<file path="src/rtl/mips_isa_pkg.sv">
// mips_isa_pkg: MIPS opcode/funct encodings, mnemonic kinds and word-packing helpers.
package mips_isa_pkg;
  typedef enum logic [4:0] {
    K_ADD, K_SUB, K_AND, K_OR, K_SLT, K_SLLV, K_SRLV, K_SRAV,
    K_SLL, K_SRL, K_SRA, K_LW, K_SW, K_BEQ, K_BNE, K_ADDI, K_J
  } kind_e;
  typedef enum logic [1:0] {LOAD, DONE, ERROR} enc_state_e;
  localparam int NUM_KINDS = 17;
  localparam logic [5:0] OP_RTYPE = 6'b000000;
  localparam logic [5:0] OP_LW    = 6'b100011;
  localparam logic [5:0] OP_SW    = 6'b101011;
  localparam logic [5:0] OP_BEQ   = 6'b000100;
  localparam logic [5:0] OP_BNE   = 6'b000101;
  localparam logic [5:0] OP_ADDI  = 6'b001000;
  localparam logic [5:0] OP_J     = 6'b000010;
  localparam logic [5:0] F_ADD    = 6'b100000;
  localparam logic [5:0] F_SUB    = 6'b100010;
  localparam logic [5:0] F_AND    = 6'b100100;
  localparam logic [5:0] F_OR     = 6'b100101;
  localparam logic [5:0] F_SLT    = 6'b101010;
  localparam logic [5:0] F_SLLV   = 6'b000100;
  localparam logic [5:0] F_SRLV   = 6'b000110;
  localparam logic [5:0] F_SRAV   = 6'b000111;
  localparam logic [5:0] F_SLL    = 6'b000000;
  localparam logic [5:0] F_SRL    = 6'b000010;
  localparam logic [5:0] F_SRA    = 6'b000011;
  function automatic logic [31:0] r_word(logic [4:0] rs, logic [4:0] rt, logic [4:0] rd,
                                         logic [4:0] shamt, logic [5:0] funct);
    return {OP_RTYPE, rs, rt, rd, shamt, funct};
  endfunction
  function automatic logic [31:0] i_word(logic [5:0] op, logic [4:0] rs, logic [4:0] rt,
                                         logic [15:0] imm);
    return {op, rs, rt, imm};
  endfunction
endpackage

</file>
<file path="src/rtl/instr_pack.sv">
// instr_pack: combinational map from mnemonic kind and fields to a 32-bit MIPS word.
module instr_pack
  import mips_isa_pkg::*;
(
  input  logic [4:0]  kind,
  input  logic [4:0]  rs,
  input  logic [4:0]  rt,
  input  logic [4:0]  rd,
  input  logic [4:0]  shamt,
  input  logic [15:0] imm,
  input  logic [25:0] target,
  output logic [31:0] word,
  output logic        illegal
);
  always_comb begin
    word = '0;
    illegal = 1'b0;
    case (kind)
      K_ADD:   word = r_word(rs, rt, rd, 5'd0, F_ADD);
      K_SUB:   word = r_word(rs, rt, rd, 5'd0, F_SUB);
      K_AND:   word = r_word(rs, rt, rd, 5'd0, F_AND);
      K_OR:    word = r_word(rs, rt, rd, 5'd0, F_OR);
      K_SLT:   word = r_word(rs, rt, rd, 5'd0, F_SLT);
      K_SLLV:  word = r_word(rs, rt, rd, 5'd0, F_SLLV);
      K_SRLV:  word = r_word(rs, rt, rd, 5'd0, F_SRLV);
      K_SRAV:  word = r_word(rs, rt, rd, 5'd0, F_SRAV);
      K_SLL:   word = r_word(5'd0, rt, rd, shamt, F_SLL);
      K_SRL:   word = r_word(5'd0, rt, rd, shamt, F_SRL);
      K_SRA:   word = r_word(5'd0, rt, rd, shamt, F_SRA);
      K_LW:    word = i_word(OP_LW, rs, rt, imm);
      K_SW:    word = i_word(OP_SW, rs, rt, imm);
      K_BEQ:   word = i_word(OP_BEQ, rs, rt, imm);
      K_BNE:   word = i_word(OP_BNE, rs, rt, imm);
      K_ADDI:  word = i_word(OP_ADDI, rs, rt, imm);
      K_J:     word = {OP_J, target};
      default: illegal = 1'b1;
    endcase
  end
endmodule

</file>
<file path="src/rtl/instr_encoder.sv">
// instr_encoder: streams symbolic instructions into consecutive imem words via a one-cycle write stage.
module instr_encoder
  import mips_isa_pkg::*;
#(
  parameter int ADDR_W = 6
) (
  input  logic              clk,
  input  logic              reset,
  input  logic              in_valid,
  output logic              in_ready,
  input  logic [4:0]        in_kind,
  input  logic [4:0]        in_rs,
  input  logic [4:0]        in_rt,
  input  logic [4:0]        in_rd,
  input  logic [4:0]        in_shamt,
  input  logic [15:0]       in_imm,
  input  logic [25:0]       in_target,
  input  logic              in_last,
  input  logic              restart,
  output logic              imem_we,
  output logic [ADDR_W-1:0] imem_addr,
  output logic [31:0]       imem_wdata,
  output logic [ADDR_W:0]   count,
  output logic              done,
  output logic              err
);
  enc_state_e state, next_state;
  logic [ADDR_W-1:0] ptr;
  logic [31:0] word;
  logic illegal, accept, write, clear;
  instr_pack u_pack (
    .kind(in_kind), .rs(in_rs), .rt(in_rt), .rd(in_rd), .shamt(in_shamt),
    .imm(in_imm), .target(in_target), .word(word), .illegal(illegal)
  );
  assign in_ready = state == LOAD;
  assign done = state == DONE;
  assign err = state == ERROR;
  assign accept = in_valid & in_ready;
  assign write = accept & ~illegal;
  assign clear = restart & ~in_ready;
  // a full memory without in_last is an overflow, yet the word in the last slot is still written
  always_comb begin
    next_state = accept ? (illegal ? ERROR : in_last ? DONE : &ptr ? ERROR : LOAD)
               : clear ? LOAD : state;
  end
  always_ff @(posedge clk) begin
    if (reset) begin
      state <= LOAD;
      ptr <= '0;
      count <= '0;
      imem_we <= 1'b0;
      imem_addr <= '0;
      imem_wdata <= '0;
    end else begin
      state <= next_state;
      imem_we <= write;
      if (write) begin
        imem_addr <= ptr;
        imem_wdata <= word;
        ptr <= ptr + 1'b1;
        count <= count[ADDR_W] ? count : count + 1'b1;
      end else if (clear) begin
        ptr <= '0;
        count <= '0;
      end
    end
  end
endmodule

</file>
<file path="config.mk">
export PLATFORM = sky130hd
export DESIGN_NAME = instr_encoder
export DESIGN_NICKNAME = d
export VERILOG_FILES = /design/src/rtl/mips_isa_pkg.sv /design/src/rtl/instr_pack.sv /design/src/rtl/instr_encoder.sv
export SDC_FILE = /design/constraint.sdc
export NUM_CORES = 1
export LEC_CHECK = 0
export BUFFER_PORTS_ARGS = -buffer_cell sky130_fd_sc_hd__buf_2
export CAP_MARGIN = 10
export CORE_MARGIN = 2
export CORE_UTILIZATION = 25
export CTS_CLUSTER_SIZE = 16
export DETAILED_ROUTE_END_ITERATION = 8
export HOLD_SLACK_MARGIN = 0.02
export REMOVE_ABC_BUFFERS = 1
export SKIP_LAST_GASP = 1
export SLEW_MARGIN = 10
export SYNTH_ARGS = -nofsm -noshare
export SYNTH_HDL_FRONTEND = slang
export SYNTH_HIERARCHICAL = 1
export SYNTH_SLANG_ARGS = --single-unit
</file>
<file path="constraint.sdc">
create_clock -name clk -period 2 [get_ports clk]
set_input_delay 0.1 -clock clk [delete_from_list [all_inputs] [get_ports clk]]
set_output_delay 0.1 -clock clk [all_outputs]
set_load 0.05 [all_outputs]
</file>
==> impl_metrics.toml <==
[outcome]
run_status = "finished clean"

[yosys]
synth.ff_latch_count = 54
synthesis.area_per_instance_um2 = 7.40
synth-async-reset-ratio = 0
synth.area.top_cells = "dfxtp_1, nand2_1, a21oi_1, a22o_1, o21ai_0"
synth_area_um2 = 2760
post_synth_most_frequent_cells = "nand2_1, a21oi_1, dfxtp_1"
yosysTopAreaCell = "dfxtp_1"
yosys.cell_types.count = 48
synthFlopType = "dfxtp_1"
share_of_synthesized_area_occupied_by_flip_flops_and_latches = 0.391
count_of_flip_flops_with_a_built_in_enable_after_synthesis = 0
synth_warnings = 6
syn-instance-count = 373
synth_top_cell_area_share = 0.391
synthMostInstantiatedCell = "nand2_1"

[finish]
drive_gt1_frac = 0.311
nets = 566
area_growth_syn_to_layout_pct = 32.5
diodes = 0
final_design_area_no_fill_um2 = 3660

[timing]
timing.final.ws_setup_ps = 114
worst_slew_margin_rel = 0.610
timing_hold_violations_final = 0
timing.final.crit_share = 0.943
final.setup_skew_ps = 8.04
tightestPinTransition_ps = 579
timing.final.max_slew_violations = 0
grt_setup_unrepaired = "false"
fmax_mhz = 530
timing.final.setup_violations = 0
final.min_clock_period_ps = 1890

[placement]
count_of_buffers_inserted_at_the_top_level_ports = 120
detailedPlace.worstSlack_ps = -143
placement.cell_area_um2 = 3580
place_congestion = 0.788
place.detailed.hpwl_um = 5960

[clock_network]
ctsHtreeMaxLevel = 2
clockBufferDepth = 2
clock_tree_from_tritoncts = "built"
postCtsHoldBufs = 0
clock_sinks = 54
ctsRootBufferMaster = "clkbuf_8"
numCtsBuffers = 5
clock_latency_late_sink_ps = 300
clk_pin_slew_worst_paths_ps = 90

[power]
p_leak_nw = 1.64
power_per_cell_area_nw_per_um2 = 595
vdd.ir_drop.worst_mv = 0.317

[setup_path]
endpoint_kind = "flop"
worstPathMaxFanout = 7
required_ps = 2190
worstSetupPathType = "reg2reg"
crit_path_start_kind = "flop"
arrival_time_reported_for_the_critical_path_endpoint_ps = 2080

[drt]
routed_via_density = 4.66
routed_wire_length_um = 8140
first_pass_iters = 4
post-route-drc-count = 0
initial_drc_count = 155
vias = 2943
antenna_left = 0
routedWlPerCell_um = 12.9

[floorplan]
core_region_area_um2 = 10800
design.portCount = 121
die_w_um = 109
floorplan.initialDensity = 0.256
rows = 38
chipHeight_um = 109
fp.dieArea_um2 = 11900

[grt]
globalRoute.totalOverflow = 0
vias_in_the_first_global_route = 2682
grt_first_pass_wirelength_um = 12600
antenna_found_initial = 0
maximum_number_of_pins_on_one_net_before_global_route_repair = 36
globalRouteTotalUtil = 0.131

[hold_path]
hold_path_class = "in2reg"

[flow_run]
cap_viol_max_count = 0
routing by layer:
layer | vias to the layer above | wire length, um | global-route usage
met5 | - | 0 | 0
met4 | 0 | 19 | 0.0211
met3 | 2 | 546 | 0.0239
met2 | 88 | 3860 | 0.229
met1 | 1336 | 3710 | 0.169
li1 | 1517 | - | -
what timing repair did:
item                                    in CTS  in global routing
setup buffers                                0                  0
endpoints found under the setup margin       0                  1
gates resized for setup                      0                  1
path summary, 6_finish.rpt:
check	start	end	slack [ps]	depth (start not counted)
setup / recovery	state[1]$_SDFFE_PP0P_	count[5]$_SDFFE_PP0P_	110	3
hold / removal	in_last	state[0]$_SDFFE_PP0P_	60	3
setup reg to reg	state[1]$_SDFFE_PP0P_	count[5]$_SDFFE_PP0P_	110	3
hold reg to reg	imem_wdata[8]$_SDFFE_PP0P_	imem_wdata[8]$_SDFFE_PP0P_	450	2
flip-flops by register name (all words and copies together), names as in the netlist:
register,flops
count,7
imem_addr,6
imem_wdata,32
imem_we,1
ptr,6
state,2
worst max-delay path, stage by stage, from the launching register on:
cell and delay, ps:
dfxtp_1 330, or4b_2 770, nor4_1 330, mux2_2 360
cells in the final DEF, fill, tap and decap left out, types with 8 or more instances in the layout:
cell	count
a21oi_1	56
nand2_1	101
nand3_1	9
inv_1	8
a22o_1	12
nor2_1	17
o21ai_0	16
buf_4	22
buf_2	120
nor2b_1	8
dfxtp_1	54
kinds of logic (layout without fill, tap and decap cells):
group,after synthesis,count (layout),synth area share
compound gates,108,108,0.237
xor+xnor,2,2,0.00634
fa+ha+maj,2,2,0.00906
buf+inv,39,158,0.0648
flops,54,54,0.391
mux,6,6,0.0222
other cells,1,1,0.00136
simple gates,161,161,0.267
area by class of cell:
class | instances | area [um2]
clock buffer | 7 | 76.3
fill | 1157 | 7130
inverter | 8 | 30.0
multi-input combinational | 280 | 1510
sequential | 54 | 1080
tap | 140 | 175
timing repair buffer | 143 | 786
where the power goes:
| part | switching (mW) | internal (mW) |
|---|---|---|
| sequential | 0.0162 | 1.10 |
| combinational | 0.296 | 0.170 |
| clock | 0.350 | 0.243 |
stage by stage:
| stage | utilization | power, mW | setup TNS (ps) | instances | hold WS, ps |
|---|---|---|---|---|---|
| 2_1_floorplan | - | 1.39 | -45140 | 342 | 169 |
| 4_1_cts | 0.339 | 2.22 | 0 | 632 | 47.2 |
| 6_report | 0.339 | 2.18 | 0 | 632 | 56.7 |
| 3_3_place_gp | 0.332 | 1.61 | -217 | 625 | 367 |
| 5_1_grt | 0.339 | 2.30 | 0 | 632 | 49.8 |
| 3_5_place_dp | 0.332 | 1.61 | -461 | 625 | 370 |
No activity file was read; power rests on OpenSTA's default activity.
